==> src/rtl/sdpram_stream_reader.sv <==
// Read-side master for a simple dual-port RAM (port B): turns (addr, len) commands into
// sequential 1-cycle-latency reads and streams the words out on a valid/ready interface.
module sdpram_stream_reader #(
   parameter int AW   = 10,
   parameter int DW   = 32,
   parameter int LENW = 11
) (
   input  logic            clk,
   input  logic            rst,
   input  logic            cmd_valid,
   output logic            cmd_ready,
   input  logic [AW-1:0]   cmd_addr,
   input  logic [LENW-1:0] cmd_len,
   output logic            renb,
   output logic [AW-1:0]   addrb,
   input  logic [DW-1:0]   doutb,
   output logic            m_valid,
   input  logic            m_ready,
   output logic [DW-1:0]   m_data,
   output logic            m_last,
   output logic            busy,
   output logic            done
);

   typedef enum logic [1:0] {
      IDLE  = 2'd0,
      READ  = 2'd1,
      DRAIN = 2'd2
   } state_t;

   state_t          state_reg, state_next;
   logic [AW-1:0]   addr_reg, addr_next;
   logic [LENW-1:0] remaining_reg, remaining_next;
   logic            done_reg, done_next;
   logic            inflight_reg, inflight_last_reg;
   logic [1:0]      count_reg, count_next;
   logic            wr_ptr_reg, rd_ptr_reg;

   logic            push, pop, issue, issue_last, credit_ok;
   logic [2:0]      occupancy;
   logic [DW-1:0]   head_data [2];
   logic            head_last [2];

   // Occupancy counts the FIFO plus the read still inside the RAM; a beat leaving
   // this cycle frees a slot, which is the only m_ready-to-renb path.
   assign occupancy  = {1'b0, count_reg} + {2'b00, inflight_reg};
   assign credit_ok  = occupancy < (3'd2 + {2'b00, pop});
   assign issue      = (state_reg == READ) && (remaining_reg != '0) && credit_ok;
   assign issue_last = issue && (remaining_reg == LENW'(1));

   assign push       = inflight_reg;
   assign m_valid    = (count_reg != 2'd0);
   assign pop        = m_valid && m_ready;
   assign count_next = count_reg + {1'b0, push} - {1'b0, pop};

   assign renb       = issue;
   assign addrb      = addr_reg;
   assign cmd_ready  = (state_reg == IDLE);
   assign busy       = (state_reg != IDLE);
   assign done       = done_reg;
   assign m_data     = head_data[rd_ptr_reg];
   assign m_last     = m_valid && head_last[rd_ptr_reg];

   always_comb begin
      state_next     = state_reg;
      addr_next      = addr_reg;
      remaining_next = remaining_reg;
      done_next      = 1'b0;
      case (state_reg)
         IDLE: begin
            if (cmd_valid) begin
               if (cmd_len == '0) begin
                  done_next = 1'b1;
               end else begin
                  addr_next      = cmd_addr;
                  remaining_next = cmd_len;
                  state_next     = READ;
               end
            end
         end
         READ: begin
            if (issue) begin
               addr_next      = addr_reg + AW'(1);
               remaining_next = remaining_reg - LENW'(1);
               if (issue_last) begin
                  state_next = DRAIN;
               end
            end
         end
         DRAIN: begin
            if (pop && m_last) begin
               done_next  = 1'b1;
               state_next = IDLE;
            end
         end
         default: state_next = IDLE;
      endcase
   end

   always_ff @(posedge clk or negedge rst) begin
      if (!rst) begin
         state_reg         <= IDLE;
         addr_reg          <= '0;
         remaining_reg     <= '0;
         done_reg          <= 1'b0;
         inflight_reg      <= 1'b0;
         inflight_last_reg <= 1'b0;
         count_reg         <= 2'd0;
         wr_ptr_reg        <= 1'b0;
         rd_ptr_reg        <= 1'b0;
      end else begin
         state_reg         <= state_next;
         addr_reg          <= addr_next;
         remaining_reg     <= remaining_next;
         done_reg          <= done_next;
         inflight_reg      <= issue;
         inflight_last_reg <= issue_last;
         count_reg         <= count_next;
         if (push) begin
            wr_ptr_reg <= ~wr_ptr_reg;
         end
         if (pop) begin
            rd_ptr_reg <= ~rd_ptr_reg;
         end
      end
   end

   // Two-entry skid FIFO: each slot captures doutb the cycle after its read was issued.
   for (genvar gi = 0; gi < 2; gi++) begin : g_fifo
      logic [DW-1:0] data_reg;
      logic          last_reg;

      always_ff @(posedge clk or negedge rst) begin
         if (!rst) begin
            data_reg <= '0;
            last_reg <= 1'b0;
         end else if (push && (wr_ptr_reg == 1'(gi))) begin
            data_reg <= doutb;
            last_reg <= inflight_last_reg;
         end
      end

      assign head_data[gi] = data_reg;
      assign head_last[gi] = last_reg;
   end

endmodule
==> config.mk <==
export PLATFORM = sky130hd
export DESIGN_NAME = sdpram_stream_reader
export DESIGN_NICKNAME = d
export VERILOG_FILES = /design/src/rtl/sdpram_stream_reader.sv
export SDC_FILE = /design/constraint.sdc
export NUM_CORES = 1
export LEC_CHECK = 0
export CELL_PAD_IN_SITES_DETAIL_PLACEMENT = 1
export CELL_PAD_IN_SITES_GLOBAL_PLACEMENT = 1
export CORE_ASPECT_RATIO = 0.75
export CORE_UTILIZATION = 42
export CTS_BUF_LIST = sky130_fd_sc_hd__clkbuf_16
export CTS_CLUSTER_DIAMETER = 30
export DETAILED_ROUTE_END_ITERATION = 6
export PLACE_DENSITY = 0.94
export SETUP_SLACK_MARGIN = 0.02
export SLEW_MARGIN = 40
export SYNTH_ARGS = -nofsm -noshare
export SYNTH_HDL_FRONTEND = slang
export SYNTH_SLANG_ARGS = --single-unit
==> constraint.sdc <==
create_clock -name clk -period 3.09 [get_ports clk]
set_input_delay 0.309 -clock clk [delete_from_list [all_inputs] [get_ports clk]]
set_output_delay 0.309 -clock clk [all_outputs]
set_load 0.02 [all_outputs]
==> summary.txt, run 1 <==
Timing
  • Slew @ Worst Pin: 0.5925 ns
  • Final Hold Vio Count: 0
  • Final min period: 2.694 ns
  • Period utilization: 87.20%
  • Clock Skew: 0.003159 ns
  • Final hold slack: 0.5022 ns
  • Max transition margin: 60.13%
  • F_max: 371.1 MHz
  • Setup tns final: 0 ns
  • RSZ-0062 raised after global routing: no
  • Slew Viols, Final: 0
  • Final Setup Violations: 0

Floorplan
  • Top Ports: 105
  • Initial Util: 43.97%
  • Core area: 10,450 um^2
  • Die Width: 122.8 um
  • Die H: 92.58 um
  • Num rows: 32
  • Die area: 11,370 um^2

Pwr
  • Clock network power share: 13.4%
  • Pwr per Cell Area: 1245 nW/um^2
  • VDD IR-drop max: 0.4676 mV
  • Sw power: 3.047 mW
  • Switching Share: 40.27%
  • Sequential Power Share: 31.5%
  • Power, Total: 7.566 mW
  • Leakage: 2.511 nW
  • Gate power share: 55.2%
  • P_int: 4.519 mW

GRT
  • Initial antenna violation count: 0
  • Vias in the first global route: 3,878
  • First-pass GRT wire length: 20.17 mm
  • Largest net degree at the start of global routing: 46
  • Gr usage total: 23.51%
  • Total gr overflow: 0

Synth
  • Async S/R FF share, synth: 100.0%
  • Post-synthesis sequential area ratio: 52.29%
  • Multiplexer share of the synthesized area: 24.24%
  • Synth area leader: dfrtp_1
  • Synth top cells by count: mux2_2, dfrtp_1, nor2_1, o21ai_0, a21oi_1
  • Post-synthesis xor/xnor area fraction: 0.7625%
  • Syn_nets: 445
  • YS warnings: 0
  • Most common cell in the synthesized netlist: mux2_2
  • Synth Instances: 380
  • Top FF cell, synth: dfrtp_1
  • Mapped Area: 4594 um^2
  • Largest family of logic cells by synthesized area: multiplexers
  • Synth Area in Simple Gates: 8.932%
  • Compound-Gate Fraction of Synth Area: 9.014%
  • Top post-synthesis cells by area: dfrtp_1, mux2_2, o21ai_0
  • Post-Synth Adder-Cell Area: 2.179%
  • Syn Area/Cell: 12.09 um^2
  • Post-synth EDFFs: 0
  • Count of cell types in the netlist: 43
  • Synth top area share: 52.29%
  • Register bit total from synthesis: 96

Finish
  • Fillcell total: 1,067
  • Final instance count without filler cells: 626
  • # nets final: 550
  • Reg area: 2402 um^2
  • Multi-input logic area: 2081 um^2
  • Area grow syn2layout: 32.27%
  • Largest register FFs: 64
  • Layout cell share with drive strength beyond 1: 26.33%
  • Number of diodes: 0
  • Finished Core Util: 58.15%

Route
  • WL/cell: 19.73 um
  • Residual DRC: 0
  • Initial DRC count: 144
  • Number of vias per cell: 5.506
  • Via Count: 3,447
  • Drt total wl: 12.35 mm
  • DR pass1 iterations: 4
  • Antenna-violating nets left: 0

Clocking
  • Clk slew on worst S/H paths: 0.07 ns
  • CTS buffer count: 9
  • Worst skew pair latency: 0.34 ns
  • Clock root cell: clkbuf_16
  • Clk sink count: 96
  • Worst-case clock buffer depth: 2
  • Htree depth: 3
  • Post-CTS sizing: 0
  • CTS tree: done

Placement
  • Final HPWL DP: 8.905 mm
  • Placed cell count: 609
  • Final Wtd Congestion: 0.8292
  • Number of port buffers: 104

Setup path
  • Critical path fanouts, max: 5
  • Setup crit end kind: output pin
  • Crit start category: register
  • CP required: 2.78 ns
  • Worst Path Arrival: 2.39 ns
  • CP Class: reg2out

Flow run
  • Max-cap violations: 0

Worst hold path
  • HP Class: reg2reg

Status
  • Outcome: finished, final reports clean
## layout by cell type, fill, tap and decap left out, types with 2 or more instances in the layout
cell type	instances
dfrtp_1	96
and4_1	2
nand2_1	8
o21a_1	3
a21oi_1	19
nor3_1	6
o22ai_1	2
and3_1	7
clkinv_4	2
a31oi_1	4
o22a_1	6
nor2_1	29
nor3b_1	2
xnor2_1	3
or2_1	2
nand4_1	2
mux2_2	98
nand3_1	8
ha_1	8
clkbuf_16	9
o21ai_0	22
nor4_1	3
buf_4	11
inv_1	11
clkdlybuf4s50_1	103
## metal layers
layer | global-route usage, % | vias up | wire, um
li1 | - | 1580 | -
met1 | 28.95 | 1739 | 5352
met2 | 40.64 | 111 | 6126
met3 | 5.603 | 17 | 681
met4 | 7.012 | 0 | 188
met5 | 0 | - | 0
## what timing repair did
action / in CTS / in global routing
hold buffers: 1 / 0
hold endpoints to repair: 27 / 0
endpoints found under the setup margin: 0 / 0
buffers inserted: 0 / 0
## worst paths after layout
check                                               to                  start  slack, ns  cells after the start
worst max register to register                addrb[2]           count_reg[1]       0.95                      6
worst max-delay path                              renb           inflight_reg       0.40                      4
worst min-delay path             g_fifo[1].data_reg[9]  g_fifo[1].data_reg[9]       0.50                      1
worst min register to register   g_fifo[1].data_reg[9]  g_fifo[1].data_reg[9]       0.50                      1
max in group asynchronous       g_fifo[1].data_reg[29]                    rst       1.72                      3
min in group asynchronous        g_fifo[1].data_reg[7]                    rst       0.52                      2
## area by class of cell
class | count | share of cell area (%)
sequential | 96 | 39.53
multi-input combinational | 254 | 34.24
timing repair buffer | 115 | 18.49
clock buffer | 9 | 3.706
tap | 136 | 2.800
clock inverter | 7 | 0.6794
inverter | 9 | 0.5559
## cell families (layout without fill, tap and decap cells)
group | Yosys count | after routing
adder cells (fa/ha/maj) | 8 | 8
flip-flops | 96 | 96
AND/OR/NAND/NOR | 77 | 77
buffers and inverters | 30 | 140
AO/OA/AOI/OAI | 66 | 66
multiplexers | 99 | 99
XOR/XNOR | 4 | 4
## worst max-delay path, stage by stage, from the launching register on
cell             delay, ns
dfrtp_1               0.46
ha_1                  0.32
o21ai_0               0.38
and3_1                0.28
clkdlybuf4s50_1       0.61
## power by group through the flow
stage	Clock [mW]	Sequential [mW]	Combinational (mW)
floorplan	0	2.29	2.67
global placement	0	2.30	3.98
detailed placement	0	2.39	4.19
CTS	1.03	2.38	4.22
global route	1.08	2.48	4.50
finish	1.01	2.38	4.18
## through the flow
| step | area (um^2) | worst slack, ns |
|---|---|---|
| floorplan | 4594 | 1.271 |
| global placement | 5801 | 0.5501 |
| detailed placement | 5801 | 0.5050 |
| CTS | 6077 | 0.3648 |
| global route | 6077 | 0.3085 |
| finish | 6077 | 0.3956 |
No activity file was read; power rests on OpenSTA's default activity.
==> run 2, diff against run 1 <==
--- a/config.mk
+++ b/config.mk
@@ -7,7 +7,7 @@
 export LEC_CHECK = 0
 export CELL_PAD_IN_SITES_DETAIL_PLACEMENT = 1
 export CELL_PAD_IN_SITES_GLOBAL_PLACEMENT = 1
-export CORE_ASPECT_RATIO = 0.75
+export CORE_ASPECT_RATIO = 0.7
 export CORE_UTILIZATION = 42
 export CTS_BUF_LIST = sky130_fd_sc_hd__clkbuf_16
 export CTS_CLUSTER_DIAMETER = 30
@@ -18,3 +18,4 @@
 export SYNTH_ARGS = -nofsm -noshare
 export SYNTH_HDL_FRONTEND = slang
 export SYNTH_SLANG_ARGS = --single-unit
+export TNS_END_PERCENT = 20
==> run 2 against run 1 <==
  * Total power rose by 0.85%
  * Highest routed layer unchanged
  * Count of clock-buffer cells in the layout did not move
  * Die area hardly changed
  * Non-clock buffer count is 2 lower
  * Clock skew grew 0.0017 ns
  * Critical endpoint unchanged
  * Sequential power is essentially flat
  * Clock power up 13%
  * Sequential share of layout area shrank 0.097 points
  * Largest cell class unchanged
  * Worst setup slack better by 0.034 ns
  * Final cell count fell by 0.96%
  * Wire length fell by 7.3%
  * Largest power group unchanged
  * Global-route usage down 1.6 points
==> summary.txt, run 2 (synthesized netlist as in run 1, its figures left out) <==
Finish
  • Area grow syn2layout: 32.60%
  • Number of diodes: 0
  • Layout cell share with drive strength beyond 1: 26.64%
  • # nets final: 548
  • Largest register FFs: 64
  • Commonest non-fill, non-tap cell in the layout: clkdlybuf4s50_1
  • Final instance count without filler cells: 620
  • Most frequent cells in the layout: clkdlybuf4s50_1, mux2_2, dfrtp_1, nor2_1, o21ai_0

Setup path
  • Biggest cell delay along the critical path: 0.62 ns
  • Setup crit end kind: output pin
  • Critical path fanouts, max: 5
  • Crit-path cells: ha_1 -> ha_1 -> o21ai_0 -> and3_1 -> clkdlybuf4s50_1
  • CP max-delay cell: clkdlybuf4s50_1
  • Worst Path Arrival: 2.35 ns
  • CP required: 2.78 ns
  • Cell mode on critical path: ha_1
  • Reg-to-Reg Start: remaining_reg[6]
  • R2r endpoint: addrb[9]
  • Crit start category: register
  • Worst reg2reg path depth: 6
  • CP Class: reg2out
  • Flop2flop setup slack: 0.79 ns

Pwr
  • Switching Share: 39.41%
  • Clock network power share: 15.0%
  • Leakage: 2.516 nW
  • Gate power share: 54.2%
  • Sw power: 3.007 mW
  • Pwr per Cell Area: 1253 nW/um^2
  • VDD IR-drop max: 0.5485 mV
  • P_int: 4.624 mW
  • Sequential Power Share: 30.8%
  • Power, Total: 7.631 mW

Floorplan
  • Core area: 10,470 um^2
  • Top Ports: 105
  • Initial Util: 43.87%
  • Die Width: 127.0 um
  • Die H: 89.51 um
  • Num rows: 31
  • Die area: 11,370 um^2

Route
  • WL/cell: 18.46 um
  • Number of vias per cell: 5.490
  • Drt total wl: 11.44 mm
  • Residual DRC: 0
  • Initial DRC count: 106
  • Antenna-violating nets left: 0
  • Via Count: 3,404
  • DR pass1 iterations: 4

Clocking
  • CTS buffer count: 9
  • Hold-fix buffers, CTS: 0
  • Htree depth: 3
  • Worst-case clock buffer depth: 2
  • CTS tree: done
  • Setup bufs post-CTS: 0
  • Post-CTS sizing: 0
  • Clock root cell: clkbuf_16
  • Worst skew pair latency: 0.34 ns
  • Clk sink count: 96
  • Clk slew on worst S/H paths: 0.07 ns

Timing
  • Max transition margin: 54.18%
  • RSZ-0062 raised after global routing: no
  • Slew Viols, Final: 0
  • Final worst slack: 0.4294 ns
  • F_max: 375.9 MHz
  • Final Setup Violations: 0
  • Final min period: 2.661 ns
  • Setup tns final: 0 ns
  • Period utilization: 86.10%
  • Final Hold Vio Count: 0
  • Clock Skew: 0.004819 ns
  • Slew @ Worst Pin: 0.6873 ns

GRT
  • Total gr overflow: 0
  • First-pass GRT wire length: 19.14 mm
  • Gr usage total: 21.90%
  • Initial antenna violation count: 0
  • Vias in the first global route: 3,638
  • Largest net degree at the start of global routing: 55

Status
  • Outcome: finished, final reports clean

Worst hold path
  • HP Class: in2async

Placement
  • Placed cell count: 604
  • Number of port buffers: 104
  • Setup WS pre-CTS: 0.4206 ns
  • Final Wtd Congestion: 0.8812
  • Final HPWL DP: 7.996 mm

Flow run
  • Max-cap violations: 0
run 2: cell types whose count changed in the layout (fill, tap and decap cells not counted):
| cell | change |
|---|---|
| dlygate4sd3_1 | -1 |
| clkinv_2 | -1 |
| inv_8 | +1 |
| bufinv_16 | +1 |
| buf_4 | -1 |
| clkinv_1 | -1 |
| inv_1 | -1 |
| clkinv_4 | -1 |
| inv_6 | +2 |
run 2: routing by layer:
layer / part of all wire, % / global-route usage, %
met5: 0 / 0
met4: 0.68 / 4.870
met3: 4.8 / 5.685
met2: 47 / 36.36
met1: 47 / 29.20
run 2: cell type report:
class | count | area, um^2
repair buffers | 113 | 1106
well taps | 132 | 165.2
clock buffers | 9 | 225.2
flip-flops and latches | 96 | 2402
clock inverters | 7 | 78.83
multi-input cells | 254 | 2081
fillers | 1075 | 4380
inverters | 9 | 33.78
run 2: metrics by stage:
| step | hold WS (ns) | cell area, um^2 | util, % |
|---|---|---|---|
| floorplan | 0.01341 | 4594 | - |
| global placement | 0.3814 | 5788 | 55.27 |
| detailed placement | 0.4041 | 5788 | 55.27 |
| CTS | 0.02685 | 6092 | 58.17 |
| global route | 0.05268 | 6092 | 58.17 |
| finish | 0.01192 | 6092 | 58.17 |
run 2: how the worst max path moves through the flow:
stage                 start            to  slack [ns]
6_report       inflight_reg          renb        0.43
5_1_grt        inflight_reg          renb        0.32
4_1_cts        inflight_reg          renb        0.40
3_5_place_dp     cmd_len[1]      addrb[9]        0.42
3_3_place_gp     cmd_len[1]      addrb[9]        0.56
2_1_floorplan  inflight_reg  state_reg[1]        1.27
run 2: power by group through the flow:
stage | registers, mW | clock network [mW] | logic (mW)
3_3_place_gp | 2.29 | 0 | 4.01
5_1_grt | 2.46 | 1.23 | 4.50
4_1_cts | 2.36 | 1.18 | 4.19
3_5_place_dp | 2.37 | 0 | 4.17
2_1_floorplan | 2.29 | 0 | 2.67
6_report | 2.35 | 1.14 | 4.13
run 2: critical path: cells and delay by family (launching register included):
| family | cells | cell delay, ns |
|---|---|---|
| fa+ha+maj | 2 | 0.50 |
| simple gates | 1 | 0.28 |
| compound gates | 1 | 0.16 |
| flops | 1 | 0.45 |
| buf+inv | 1 | 0.62 |
==> run 3, diff against run 2 <==
--- a/config.mk
+++ b/config.mk
@@ -12,6 +12,7 @@
 export CTS_BUF_LIST = sky130_fd_sc_hd__clkbuf_16
 export CTS_CLUSTER_DIAMETER = 30
 export DETAILED_ROUTE_END_ITERATION = 6
+export GPL_TIMING_DRIVEN = 0
 export PLACE_DENSITY = 0.94
 export SETUP_SLACK_MARGIN = 0.02
 export SLEW_MARGIN = 40
==> run 3 against run 2 <==
  * Register-to-register slack improved by 0.06 ns
  * Non-clock buffer count grew 14
  * Critical endpoint is now m_data[2]
  * Via count up 4.7%
  * Utilization up 0.39 points
==> summary.txt, run 3 (synthesized netlist as in run 1, its figures left out) <==
Route
  • Drt total wl: 12.94 mm
  • Residual DRC: 0
  • Initial DRC count: 176
  • Antenna-violating nets left: 0
  • WL/cell: 20.40 um
  • DR pass1 iterations: 4
  • Number of vias per cell: 5.621
  • Via Count: 3,564

Clocking
  • Worst skew pair latency: 0.35 ns
  • Htree depth: 3
  • Clock root cell: clkbuf_16
  • Clk slew on worst S/H paths: 0.07 ns
  • CTS buffer count: 9
  • Post-CTS sizing: 0
  • CTS tree: done
  • Worst-case clock buffer depth: 2
  • Clk sink count: 96

Finish
  • # nets final: 562
  • Most frequent cells in the layout: clkdlybuf4s50_1, mux2_2, dfrtp_1, nor2_1, o21ai_0
  • Commonest non-fill, non-tap cell in the layout: clkdlybuf4s50_1
  • Layout cell share with drive strength beyond 1: 25.30%
  • Fillcell total: 1,085
  • Area grow syn2layout: 33.50%
  • Number of diodes: 0
  • Largest register FFs: 64

Floorplan
  • Num rows: 31
  • Die area: 11,370 um^2
  • Initial Util: 43.87%
  • Die Width: 127.0 um
  • Top Ports: 105
  • Die H: 89.51 um
  • Core area: 10,470 um^2

Pwr
  • Clock network power share: 14.1%
  • VDD IR-drop max: 0.5231 mV
  • Sw power: 3.249 mW
  • Sequential Power Share: 30.3%
  • Power, Total: 7.805 mW
  • Switching Share: 41.62%
  • Leakage: 2.510 nW
  • Pwr per Cell Area: 1273 nW/um^2
  • P_int: 4.557 mW
  • Gate power share: 55.6%

Status
  • Outcome: finished, final reports clean

Setup path
  • CP Class: reg2out
  • Setup crit end kind: output pin
  • Crit start category: register
  • Worst reg2reg path depth: 6
  • Worst Path Arrival: 2.52 ns
  • CP required: 2.78 ns
  • Critical path fanouts, max: 10

Placement
  • Setup WS pre-CTS: 0.5029 ns
  • Number of port buffers: 104
  • Final HPWL DP: 9.164 mm
  • Final Wtd Congestion: 0.8639

Worst hold path
  • HP Class: in2async

GRT
  • Total gr overflow: 0
  • Vias in the first global route: 3,914
  • Gr usage total: 24.33%
  • Largest net degree at the start of global routing: 53
  • Initial antenna violation count: 0
  • First-pass GRT wire length: 20.84 mm

Timing
  • Setup tns final: 0 ns
  • Final hold slack: 0.4448 ns
  • Final min period: 2.826 ns
  • F_max: 353.8 MHz
  • Clock Skew: 0.006347 ns
  • Final Setup Violations: 0
  • Slew @ Worst Pin: 0.6695 ns
  • Period utilization: 91.47%
  • Final worst slack: 0.2637 ns
  • Max transition margin: 55.37%
  • Slew Viols, Final: 0
  • Final Hold Vio Count: 0
  • RSZ-0062 raised after global routing: no

Flow run
  • Max-cap violations: 0
## run 3: stage by stage
stage	area (um^2)	utilization, %	std cells
finish	6133	58.57	634
global route	6133	58.57	634
CTS	6133	58.57	634
detailed placement	5829	55.66	617
global placement	5801	55.39	616
floorplan	4594	-	380
## run 3: area by class of cell
cell class                 count  area (um^2)  area share [%]
buffer                        21        85.08           1.387
clock buffer                   9        225.2           3.672
clock inverter                 7        68.82           1.122
inverter                       9        33.78          0.5508
multi-input combinational    254         2073           33.80
sequential                    96         2402           39.17
tap                          132        165.2           2.693
timing repair buffer         106         1080           17.61
## run 3: what timing repair did
item	4_1_cts	5_1_grt
hold buffers	1	0
endpoints found under the hold margin	44	0
buffers inserted	0	0
## run 3: layer usage
metal	wire (um)	global-route usage [%]
met5	0	0
met2	6391	42.61
met1	5497	30.24
met3	892	6.224
met4	153	6.926
## run 3: worst max-delay path, cell delays in order (launching register included)
cell and delay, ns:
dfrtp_1 0.32, clkbuf_1 0.34, buf_1 0.53, mux2_2 0.42, clkdlybuf4s50_1 0.56
## run 3: worst paths after layout
path	slack, ns	start	end
worst max-delay path	0.26	rd_ptr_reg	m_data[2]
worst min-delay path	0.44	rst	g_fifo[1].data_reg[3]
worst max register to register	0.85	remaining_reg[6]	addrb[5]
worst min register to register	0.50	wr_ptr_reg	wr_ptr_reg
max in group asynchronous	2.04	rst	g_fifo[1].data_reg[30]
min in group clk	0.50	wr_ptr_reg	wr_ptr_reg
## run 3: power by group through the flow
stage | registers (mW) | clock network [mW] | logic (mW)
final | 2.36 | 1.10 | 4.34
after detailed placement | 2.36 | 0 | 4.32
after CTS | 2.36 | 1.12 | 4.37
after global routing | 2.44 | 1.17 | 4.67
after floorplan | 2.29 | 0 | 2.67
after global placement | 2.27 | 0 | 4.10
